===== src/rtl/episode_pkg.sv =====
// Shared types and constants for the episode sequencer and its comparator.
package episode_pkg;

    // Controller states.
    typedef enum logic [1:0] {
        IDLE    = 2'b00,
        RUN     = 2'b01,
        DONE    = 2'b10,
        RESTART = 2'b11
    } state_t;

    // Reason an episode ended, reported on done_cause.
    localparam logic [1:0] GOAL  = 2'b00;
    localparam logic [1:0] LIMIT = 2'b01;
    localparam logic [1:0] ABORT = 2'b10;

    // Step-limit termination value, shared with the comparator.
    localparam int MAX_STEPS = 25;

endpackage


===== src/rtl/episode_controller_if.sv =====
// Bundle of control, step handshake and status signals of the episode controller.
// Step handshake: a step transfers on a rising clk edge where step_valid and
// step_ready are both high; step_ready is only ever high in RUN, and a step
// presented in any other state is never acknowledged.
interface episode_controller_if #(
    parameter int REWARD_LENGTH  = 10,
    parameter int STEP_LENGTH    = 5,
    parameter int EPISODE_LENGTH = 16
);
    logic                      start;
    logic                      select;
    logic                      auto_restart;
    logic                      abort;
    logic                      step_valid;
    logic [REWARD_LENGTH-1:0]  reward_in;
    logic                      step_ready;
    logic [STEP_LENGTH-1:0]    step_count;
    logic [REWARD_LENGTH-1:0]  reward;
    logic                      episode_done;
    logic [1:0]                done_cause;
    logic                      agent_reset;
    logic [EPISODE_LENGTH-1:0] episode_count;
    logic                      busy;

    // Agent / host side.
    modport master (
        output start, select, auto_restart, abort, step_valid, reward_in,
        input  step_ready, step_count, reward, episode_done, done_cause,
               agent_reset, episode_count, busy
    );

    // Controller side.
    modport slave (
        input  start, select, auto_restart, abort, step_valid, reward_in,
        output step_ready, step_count, reward, episode_done, done_cause,
               agent_reset, episode_count, busy
    );
endinterface


===== src/rtl/episode_controller_cmp.sv =====
// Termination comparator: step mode fires when the next step count reaches
// MAX_STEPS, goal mode fires when the reward is all-ones.
module is_equal_1023
    import episode_pkg::*;
#(
    parameter int REWARD_LENGTH = 10,
    parameter int STEP_LENGTH   = 5
) (
    input  logic [REWARD_LENGTH-1:0] reward,
    input  logic [STEP_LENGTH-1:0]   step_count,
    input  logic                     select,
    output logic                     terminate
);
    assign terminate = select ? (step_count == STEP_LENGTH'(MAX_STEPS))
                              : (&reward);
endmodule


===== src/rtl/episode_controller.sv =====
// Episode sequencer: accepts agent steps, counts them, keeps the latest reward,
// ends episodes on goal, step limit or abort, and optionally restarts.
// All outputs are registered; each is computed from the next-state values.
module episode_controller
    import episode_pkg::*;
#(
    parameter int REWARD_LENGTH  = 10,
    parameter int STEP_LENGTH    = 5,
    parameter int EPISODE_LENGTH = 16
) (
    input  logic                 clk,
    input  logic                 rst_n,
    episode_controller_if.slave  bus,
    output state_t               fsm_state
);
    state_t                    state, state_d;
    logic                      mode, mode_d;
    logic [STEP_LENGTH-1:0]    step_count_q, step_count_d;
    logic [REWARD_LENGTH-1:0]  reward_q, reward_d;
    logic [1:0]                cause_q, cause_d;
    logic [EPISODE_LENGTH-1:0] episode_count_q, episode_count_d;
    logic                      step_ready_q, busy_q, episode_done_q, agent_reset_q;

    logic                      accept;
    logic                      terminate;
    logic [STEP_LENGTH-1:0]    step_next;

    // Step count after this step; held at all-ones so goal mode never wraps.
    assign step_next = (&step_count_q) ? step_count_q : step_count_q + STEP_LENGTH'(1);
    assign accept    = step_ready_q && bus.step_valid;

    is_equal_1023 #(
        .REWARD_LENGTH (REWARD_LENGTH),
        .STEP_LENGTH   (STEP_LENGTH)
    ) u_cmp (
        .reward     (bus.reward_in),
        .step_count (step_next),
        .select     (mode),
        .terminate  (terminate)
    );

    // Next-state, counter and cause logic.
    always_comb begin
        state_d         = state;
        mode_d          = mode;
        step_count_d    = step_count_q;
        reward_d        = reward_q;
        cause_d         = cause_q;
        episode_count_d = episode_count_q;
        case (state)
            IDLE: begin
                if (bus.start) begin
                    state_d      = RUN;
                    mode_d       = bus.select;
                    step_count_d = '0;
                    reward_d     = '0;
                    cause_d      = GOAL;
                end
            end
            RUN: begin
                if (accept) begin
                    step_count_d = step_next;
                    reward_d     = bus.reward_in;
                end
                // A terminating step outranks a simultaneous abort.
                if (accept && terminate) begin
                    state_d = DONE;
                    cause_d = mode ? LIMIT : GOAL;
                end else if (bus.abort) begin
                    state_d = DONE;
                    cause_d = ABORT;
                end
                if (state_d == DONE) begin
                    episode_count_d = episode_count_q + EPISODE_LENGTH'(1);
                end
            end
            DONE: begin
                state_d      = RESTART;
                step_count_d = '0;
                reward_d     = '0;
            end
            RESTART: begin
                state_d = bus.auto_restart ? RUN : IDLE;
            end
            default: state_d = IDLE;
        endcase
    end

    // State, counters and registered outputs.
    always_ff @(posedge clk) begin
        if (!rst_n) begin
            state           <= IDLE;
            mode            <= 1'b0;
            step_count_q    <= '0;
            reward_q        <= '0;
            cause_q         <= GOAL;
            episode_count_q <= '0;
            step_ready_q    <= 1'b0;
            busy_q          <= 1'b0;
            episode_done_q  <= 1'b0;
            agent_reset_q   <= 1'b0;
        end else begin
            state           <= state_d;
            mode            <= mode_d;
            step_count_q    <= step_count_d;
            reward_q        <= reward_d;
            cause_q         <= cause_d;
            episode_count_q <= episode_count_d;
            step_ready_q    <= (state_d == RUN);
            busy_q          <= (state_d != IDLE);
            episode_done_q  <= (state_d == DONE);
            agent_reset_q   <= (state_d == RESTART);
        end
    end

    assign bus.step_ready    = step_ready_q;
    assign bus.step_count    = step_count_q;
    assign bus.reward        = reward_q;
    assign bus.episode_done  = episode_done_q;
    assign bus.done_cause    = cause_q;
    assign bus.agent_reset   = agent_reset_q;
    assign bus.episode_count = episode_count_q;
    assign bus.busy          = busy_q;
    assign fsm_state         = state;

endmodule


===== src/flat_wrapper.sv =====
// flat-port wrapper written by rule: the top's interface ports become plain ports
module episode_controller_flat import episode_pkg::*;
#(
    parameter int REWARD_LENGTH  = 10,
    parameter int STEP_LENGTH    = 5,
    parameter int EPISODE_LENGTH = 16
)
  (clk, rst_n, fsm_state, bus_start, bus_select, bus_auto_restart, bus_abort, bus_step_valid, bus_reward_in, bus_step_ready, bus_step_count, bus_reward, bus_episode_done, bus_done_cause, bus_agent_reset, bus_episode_count, bus_busy);
  episode_controller_if #(.REWARD_LENGTH(REWARD_LENGTH), .STEP_LENGTH(STEP_LENGTH), .EPISODE_LENGTH(EPISODE_LENGTH)) bus_i ();
  input  logic clk;
  input  logic rst_n;
  output state_t fsm_state;
  input wire logic [$bits(bus_i.start)-1:0] bus_start;
  input wire logic [$bits(bus_i.select)-1:0] bus_select;
  input wire logic [$bits(bus_i.auto_restart)-1:0] bus_auto_restart;
  input wire logic [$bits(bus_i.abort)-1:0] bus_abort;
  input wire logic [$bits(bus_i.step_valid)-1:0] bus_step_valid;
  input wire logic [$bits(bus_i.reward_in)-1:0] bus_reward_in;
  output wire logic [$bits(bus_i.step_ready)-1:0] bus_step_ready;
  output wire logic [$bits(bus_i.step_count)-1:0] bus_step_count;
  output wire logic [$bits(bus_i.reward)-1:0] bus_reward;
  output wire logic [$bits(bus_i.episode_done)-1:0] bus_episode_done;
  output wire logic [$bits(bus_i.done_cause)-1:0] bus_done_cause;
  output wire logic [$bits(bus_i.agent_reset)-1:0] bus_agent_reset;
  output wire logic [$bits(bus_i.episode_count)-1:0] bus_episode_count;
  output wire logic [$bits(bus_i.busy)-1:0] bus_busy;
  assign bus_i.start = bus_start;
  assign bus_i.select = bus_select;
  assign bus_i.auto_restart = bus_auto_restart;
  assign bus_i.abort = bus_abort;
  assign bus_i.step_valid = bus_step_valid;
  assign bus_i.reward_in = bus_reward_in;
  assign bus_step_ready = bus_i.step_ready;
  assign bus_step_count = bus_i.step_count;
  assign bus_reward = bus_i.reward;
  assign bus_episode_done = bus_i.episode_done;
  assign bus_done_cause = bus_i.done_cause;
  assign bus_agent_reset = bus_i.agent_reset;
  assign bus_episode_count = bus_i.episode_count;
  assign bus_busy = bus_i.busy;
  episode_controller #(.REWARD_LENGTH(REWARD_LENGTH), .STEP_LENGTH(STEP_LENGTH), .EPISODE_LENGTH(EPISODE_LENGTH)) u_core (.clk(clk), .rst_n(rst_n), .bus(bus_i), .fsm_state(fsm_state));
endmodule

===== config.mk =====
export PLATFORM = sky130hd
export DESIGN_NAME = episode_controller_flat
export DESIGN_NICKNAME = d
export VERILOG_FILES = /design/src/rtl/episode_pkg.sv /design/src/rtl/episode_controller_if.sv /design/src/rtl/episode_controller_cmp.sv /design/src/rtl/episode_controller.sv /design/src/flat_wrapper.sv
export SDC_FILE = /design/constraint.sdc
export NUM_CORES = 1
export LEC_CHECK = 0
export ABC_CLOCK_PERIOD_IN_PS = 3400
export CAP_MARGIN = 10
export CORE_UTILIZATION = 51
export DETAILED_ROUTE_END_ITERATION = 6
export GPL_TIMING_DRIVEN = 0
export PLACE_DENSITY = 0.83
export SLEW_MARGIN = 20
export SYNTH_ARGS = -nofsm -noshare
export SYNTH_HDL_FRONTEND = slang
export SYNTH_SLANG_ARGS = --single-unit

===== constraint.sdc =====
create_clock -name clk -period 3.4 [get_ports clk]
set_clock_uncertainty 0.1 [all_clocks]
set_input_delay 0.51 -clock clk [delete_from_list [all_inputs] [get_ports clk]]
set_output_delay 0.51 -clock clk [all_outputs]
set_load 0.1 [all_outputs]

==> flow_summary.toml, run 1 <==
[global_route]
grt_max_degree = 13
antenna_found_initial = 0
grt_pass1_vias = 1831
grt-ovfl-total = 0
grt_pass1_wl_um = 8776
track_usage_pct = 26.12

[yosys]
ys.flop_type = "dfxtp_1"
ys_ff_latch = 40
yosysWarnings = 0
synth_edf_count = 0
synth_top_area_share_pct = 37.21
synth_cells = 250
yosys.area.top_type = "dfxtp_1"
yosys.cell_types.count = 46
synthTopCellsByArea = "dfxtp_1 37%, nand2_1 5.8%, mux2i_1 5.6%"
synth_area_um2 = 2152
post_synth.cell_area_avg_um2 = 8.608
synth_seq_area_share_pct = 37.21
syn_nets = 269
synthArstFlopShare_pct = 0

[timing]
fmax_mhz = 382.6
max_slew_margin_pct = 34.97
layout_min_cycle_time_ns = 2.614
post-route-period-util_pct = 76.87
rsz0062_at_grt = "no"
setup_viol = 0
tightestPinTransition_ns = 0.9724
whs_ns = 0.3649
setup_tns_ns = 0
hold_violations = 0
slew_viol_final = 0

[setup_path]
startpoint = "u_core.bus.step_count[0]"
crit_chain = "clkdlybuf4s50_1"
criticalPathCategory = "reg -> out"
rrSetupSlack_ns = 0.90
slowest_stage = "clkdlybuf4s50_1"
crit_cells = 1
reg2reg_depth = 6
critPathCapture = "bus_step_count[0]"
r2r_end = "u_core.bus.episode_count[8]"
cp-start-kind = "flop"
r2r-start = "u_core.bus.step_count[0]"
cp-end-kind = "primary output"
worst_ep_arrival_time_ns = 2.00
cp_slowest_stage_delay_ns = 1.20
cp_max_fo = 9
critPathBufInv = 1
cp.required_ns = 2.79
crit_family = "buffers and inverters"

[drt]
met2_length_um = 2652
via_per_inst = 5.694
wirelength_met1_um = 2397
ant_nets = 0
drt_iter0_drc = 191
wl_met3_um = 282
wl_per_cell_um = 14.80
vias = 2067
dr.pass1.iters = 4
wl_um = 5372
drc = 0
top_layer = "met4"

[cells_and_area]
antenna_cells = 0
area_growth_pct = 33.49
nets = 331
stdcell_count = 363
fill_cells = 339
drive_gt1_share_pct = 7.348

[floorplan]
rows = 23
start_util_pct = 53.42
die_x_um = 66.96
die_area_um2 = 4484
dieHeight_um = 66.96
core_um2 = 4029
ioPinCount = 56

[power]
leakage_uw = 0.0009927
ir_drop_uv = 265.4
power_density_nw_per_um2 = 374.6

[placement]
place.gp.congestion = 0.8580
dpl.cell_count = 355
io_buffers = 55
dp_hpwl_um = 3818

[cts]
cts_tree = "yes"
holdBufCountCts = 0
cts_setup_buffers = 0
clockBufferDepth = 2
worst_skew_pair.late_latency_ns = 0.30
path_clk_slew_ns = 0.08
cts_root_buffer = "clkbuf_8"
cts-buffers-inserted = 5
cts.sinks = 40
ctsHtreeMaxLevel = 2
cts_resized = 0

[worst_hold_path]
hp-class = "reg -> reg"
hp-start = "u_core.bus.reward[9]"

[flow_run]
drv_cap = 0

[status]
status = "completed"
-- flip-flops by register name, summed over array words and instances (netlist names) --
register                  count
u_core.fsm_state              2
u_core.bus.episode_count     16
u_core.mode                   1
u_core.bus.step_ready         1
u_core.bus.step_count         5
u_core.bus.reward            10
u_core.bus.agent_reset        1
u_core.bus.done_cause         2
u_core.bus.busy               1
u_core.bus.episode_done       1
-- synth_stat cells, types with 4 or more instances --
master,instances
dfxtp_1,40
nand2_1,33
nand3_1,21
mux2i_1,12
nand2b_1,12
nor2b_1,12
a21oi_1,11
clkbuf_1,8
nor2_1,8
o21ai_0,8
a21boi_0,7
a22oi_1,7
nand4_1,7
o22ai_1,6
and3_1,5
buf_2,5
nand3b_1,5
and2_1,4
-- stage by stage --
stage               util (%)  total power (µW)  cell area [µm²]  setup slack, ns
finish                 71.30              1076             2873           0.7863
global route           71.30              1116             2873           0.7147
CTS                    71.30              1087             2873           0.7737
detailed placement     68.63             702.2             2765           0.8062
global placement       68.63             700.4             2765           0.8596
floorplan                  -             639.3             2152           0.5118
-- per-layer routing --
metal | GRT usage (%) | vias to the layer above
met3 | 5.479 | 5
met5 | 0 | -
met4 | 7.447 | 0
li1 | - | 1040
met1 | 34.31 | 959
met2 | 42.68 | 63
-- area by class of cell --
| class | instances | area (µm²) | area share [%] |
|---|---|---|---|
| repair buffers | 55 | 550.5 | 19.16 |
| flip-flops and latches | 40 | 800.8 | 27.87 |
| well taps | 50 | 62.56 | 2.178 |
| clock buffers | 6 | 72.57 | 2.526 |
| clock inverters | 2 | 35.03 | 1.220 |
| multi-input cells | 193 | 1274 | 44.34 |
| inverters | 2 | 7.507 | 0.2613 |
| plain buffers | 15 | 70.07 | 2.439 |
-- cell usage in the layout (no fill, tap or decap), types with 2 or more instances in the layout --
| master | instances |
|---|---|
| a211o_1 | 2 |
| a211oi_2 | 2 |
| a21boi_0 | 7 |
| a21oi_1 | 11 |
| a22oi_1 | 7 |
| a41oi_1 | 2 |
| and2_1 | 4 |
| and3_1 | 5 |
| and4_1 | 2 |
| and4b_1 | 2 |
| buf_2 | 5 |
| clkbuf_1 | 9 |
| clkbuf_8 | 5 |
| clkdlybuf4s50_1 | 55 |
| dfxtp_1 | 40 |
| ha_1 | 2 |
| inv_1 | 2 |
| mux2i_1 | 12 |
| nand2_1 | 33 |
| nand2b_1 | 12 |
| nand3_1 | 21 |
| nand3b_1 | 5 |
| nand4_1 | 7 |
| nor2_1 | 8 |
| nor2b_1 | 12 |
| nor3_1 | 2 |
| o211ai_1 | 2 |
| o21a_1 | 2 |
| o21ai_0 | 8 |
| o22ai_1 | 6 |
| o31ai_1 | 2 |
-- worst min path at each step --
| stage | slack (ns) | to | cells after the start |
|---|---|---|---|
| 3_3_place_gp | 0.35 | u_core.bus.reward[7] | 2 |
| 3_5_place_dp | 0.36 | u_core.bus.reward[9] | 2 |
| 5_1_grt | 0.40 | u_core.bus.reward[9] | 2 |
| 4_1_cts | 0.37 | u_core.bus.reward[9] | 2 |
| 6_report | 0.36 | u_core.bus.reward[9] | 2 |
| 2_1_floorplan | 0.36 | u_core.mode | 2 |
-- cells by family after synthesis --
family	after synthesis	synth area share, %
simple gates	121	32.33
flops	40	37.21
compound gates	57	19.07
fa+ha+maj	2	1.163
buf+inv	17	3.604
mux	13	6.628
-- power by group --
group	total [µW]	internal, µW	switching [µW]
Clock	385	218	167
Sequential	489	480	9.51
Combinational	202	62.3	140
Total	1080	760	317
Note: power is estimated with default switching activity, not from simulation.
==> run 2: changes to the inputs <==
--- a/config.mk
+++ b/config.mk
@@ -5,12 +5,12 @@
 export SDC_FILE = /design/constraint.sdc
 export NUM_CORES = 1
 export LEC_CHECK = 0
-export ABC_CLOCK_PERIOD_IN_PS = 3400
+export ABC_CLOCK_PERIOD_IN_PS = 2350
 export CAP_MARGIN = 10
-export CORE_UTILIZATION = 51
+export CORE_UTILIZATION = 44
 export DETAILED_ROUTE_END_ITERATION = 6
 export GPL_TIMING_DRIVEN = 0
-export PLACE_DENSITY = 0.83
+export PLACE_DENSITY = 0.76
 export SLEW_MARGIN = 20
 export SYNTH_ARGS = -nofsm -noshare
 export SYNTH_HDL_FRONTEND = slang
==> constraint.sdc (replaced) <==
create_clock -name clk -period 2.35 [get_ports clk]
set_clock_uncertainty 0.1 [all_clocks]
set_input_delay 0.3525 -clock clk [delete_from_list [all_inputs] [get_ports clk]]
set_output_delay 0.3525 -clock clk [all_outputs]
set_load 0.1 [all_outputs]
==> run 2 against run 1 <==
Global-route usage shrank 3.4 points. Utilization shrank 9.6 points. Routed wire length grew 2.3%. Combinational power grew 48%. Worst hold slack lost 0.0024 ns. Via count grew 1.7%. Final area grew 1.5%. Sequential power grew 45%.
==> flow_summary.toml, run 2 (synthesis gave the netlist of run 1 again) <==
[cts]
clockBufferDepth = 2
worst_skew_pair.late_latency_ns = 0.29
path_clk_slew_ns = 0.07
cts_root_buffer = "clkbuf_8"
cts_tree = "yes"
cts.sinks = 40
cts-buffers-inserted = 5
ctsHtreeMaxLevel = 2
holdBufCountCts = 0

[global_route]
grt_pass1_wl_um = 9280
antenna_found_initial = 0
grt-ovfl-total = 0
track_usage_pct = 22.71
grt_pass1_vias = 1953
grt_max_degree = 12

[setup_path]
cp-start-kind = "flop"
crit_chain = "clkdlybuf4s50_1"
criticalPathCategory = "reg -> out"
cp_max_fo = 8
crit_family = "buffers and inverters"
crit_cells = 1
critPathBufInv = 1
startpoint = "u_core.bus.step_count[2]"
cp_slowest_stage_delay_ns = 1.15
r2r_end = "u_core.bus.episode_count[15]"
reg2reg_depth = 8
worst_ep_arrival_time_ns = 1.84
cp.required_ns = 1.90
critPathCapture = "bus_step_count[2]"
slowest_stage = "clkdlybuf4s50_1"
rrSetupSlack_ns = 0.12
cp-end-kind = "primary output"
r2r-start = "u_core.bus.step_count[0]"

[timing]
slew_viol_final = 0
setup_tns_ns = 0
hold_violations = 0
rsz0062_at_grt = "no"
max_slew_margin_pct = 34.17
setup_viol = 0
fmax_mhz = 435.3
tightestPinTransition_ns = 0.9844
post-route-period-util_pct = 97.75
layout_min_cycle_time_ns = 2.297
worst_slack_ns = 0.05295

[floorplan]
core_um2 = 4723
start_util_pct = 45.56
dieHeight_um = 71.94
die_area_um2 = 5175
ioPinCount = 56
rows = 25
die_x_um = 71.94

[power]
ir_drop_uv = 303.1
leakage_uw = 0.001082
p_total_uw = 1481
power_density_nw_per_um2 = 507.7

[cells_and_area]
multi_input_area_um2 = 1279
drive_gt1_share_pct = 11.43
final_cell_mix = "47 x clkdlybuf4s50_1, 33 x nand2_1, 29 x dfxtp_1"
stdcell_count = 382
seq_area_um2 = 819.5
final_area_um2 = 2917
final_common_cell = "clkdlybuf4s50_1"
area_growth_pct = 35.52
fill_cells = 428
antenna_cells = 0
largest_reg_flops = 16
nets = 333

[drt]
vias = 2103
drt_iter0_drc = 149
ant_nets = 0
via_per_inst = 5.505
dr.pass1.iters = 4
wl_per_cell_um = 14.38
wl_um = 5493
drc = 0

[worst_hold_path]
hp-class = "reg -> reg"
hp-start = "u_core.bus.reward[8]"

[placement]
io_buffers = 55
place_area_um2 = 2805
dp_slack_ns = -0.08685
place.gp.congestion = 0.7933
dpl.cell_count = 372
dp_hpwl_um = 3969

[status]
status = "completed"

[flow_run]
drv_cap = 0
-- run 2: metal layers --
layer / wire (µm) / up-vias / GRT usage, %
met5: 0 / - / 0
met4: 47 / 0 / 5.229
met3: 326 / 6 / 5.694
met2: 2635 / 59 / 38.78
met1: 2483 / 989 / 29.01
li1: - / 1049 / -
-- run 2: power by group --
part           internal (µW)  switching [µW]  leakage, µW
clock network            240             235    0.0000455
registers                693            13.5     0.000330
logic                   92.9             206     0.000707
total                   1030             455      0.00108
-- run 2: per-stage QoR --
stage	util (%)	hold WS [ns]
2_1_floorplan	-	0.3593
3_3_place_gp	59.39	0.3532
3_5_place_dp	59.39	0.3585
4_1_cts	61.17	0.3690
5_1_grt	61.75	0.3784
6_report	61.75	0.3625
-- run 2: cell type report --
class / count / share of cell area, %
buffer: 15 / 2.402
clock buffer: 8 / 3.089
inverter: 2 / 0.2574
multi-input combinational: 193 / 43.84
sequential: 40 / 28.10
tap: 67 / 2.874
timing repair buffer: 57 / 19.43
-- run 2: worst register-to-register path, delay by kind of cell, from the launching register on --
family	cells	cell delay [ns]
buffers and inverters	2	0.34
DFF	1	0.38
AOI/OAI and AO/OA	2	0.40
muxes	1	0.20
adders and majority gates	1	0.32
and+or+nand+nor	2	0.44
-- run 2: worst min-delay path by stage --
| stage | endpoint | slack (ns) | cells after the start |
|---|---|---|---|
| 2_1_floorplan | u_core.mode | 0.36 | 2 |
| 3_3_place_gp | u_core.bus.reward[8] | 0.35 | 2 |
| 3_5_place_dp | u_core.bus.reward[7] | 0.36 | 2 |
| 4_1_cts | u_core.bus.reward[7] | 0.37 | 2 |
| 5_1_grt | u_core.bus.reward[7] | 0.38 | 2 |
| 6_report | u_core.bus.reward[8] | 0.36 | 2 |
-- run 2: repair_timing --
item | CTS | global route
setup endpoints to repair | 5 | 17
gates resized for setup | 5 | 4
buffers inserted | 0 | 2
hold endpoints to repair | 0 | 0
==> run 3: changes to the inputs <==
--- a/config.mk
+++ b/config.mk
@@ -8,6 +8,7 @@
 export ABC_CLOCK_PERIOD_IN_PS = 2350
 export CAP_MARGIN = 10
 export CORE_UTILIZATION = 44
+export CTS_CLUSTER_SIZE = 10
 export DETAILED_ROUTE_END_ITERATION = 6
 export GPL_TIMING_DRIVEN = 0
 export PLACE_DENSITY = 0.76
==> results of run 3 <==
No change in the layout: final DEF, timing and power equal those of run 2.
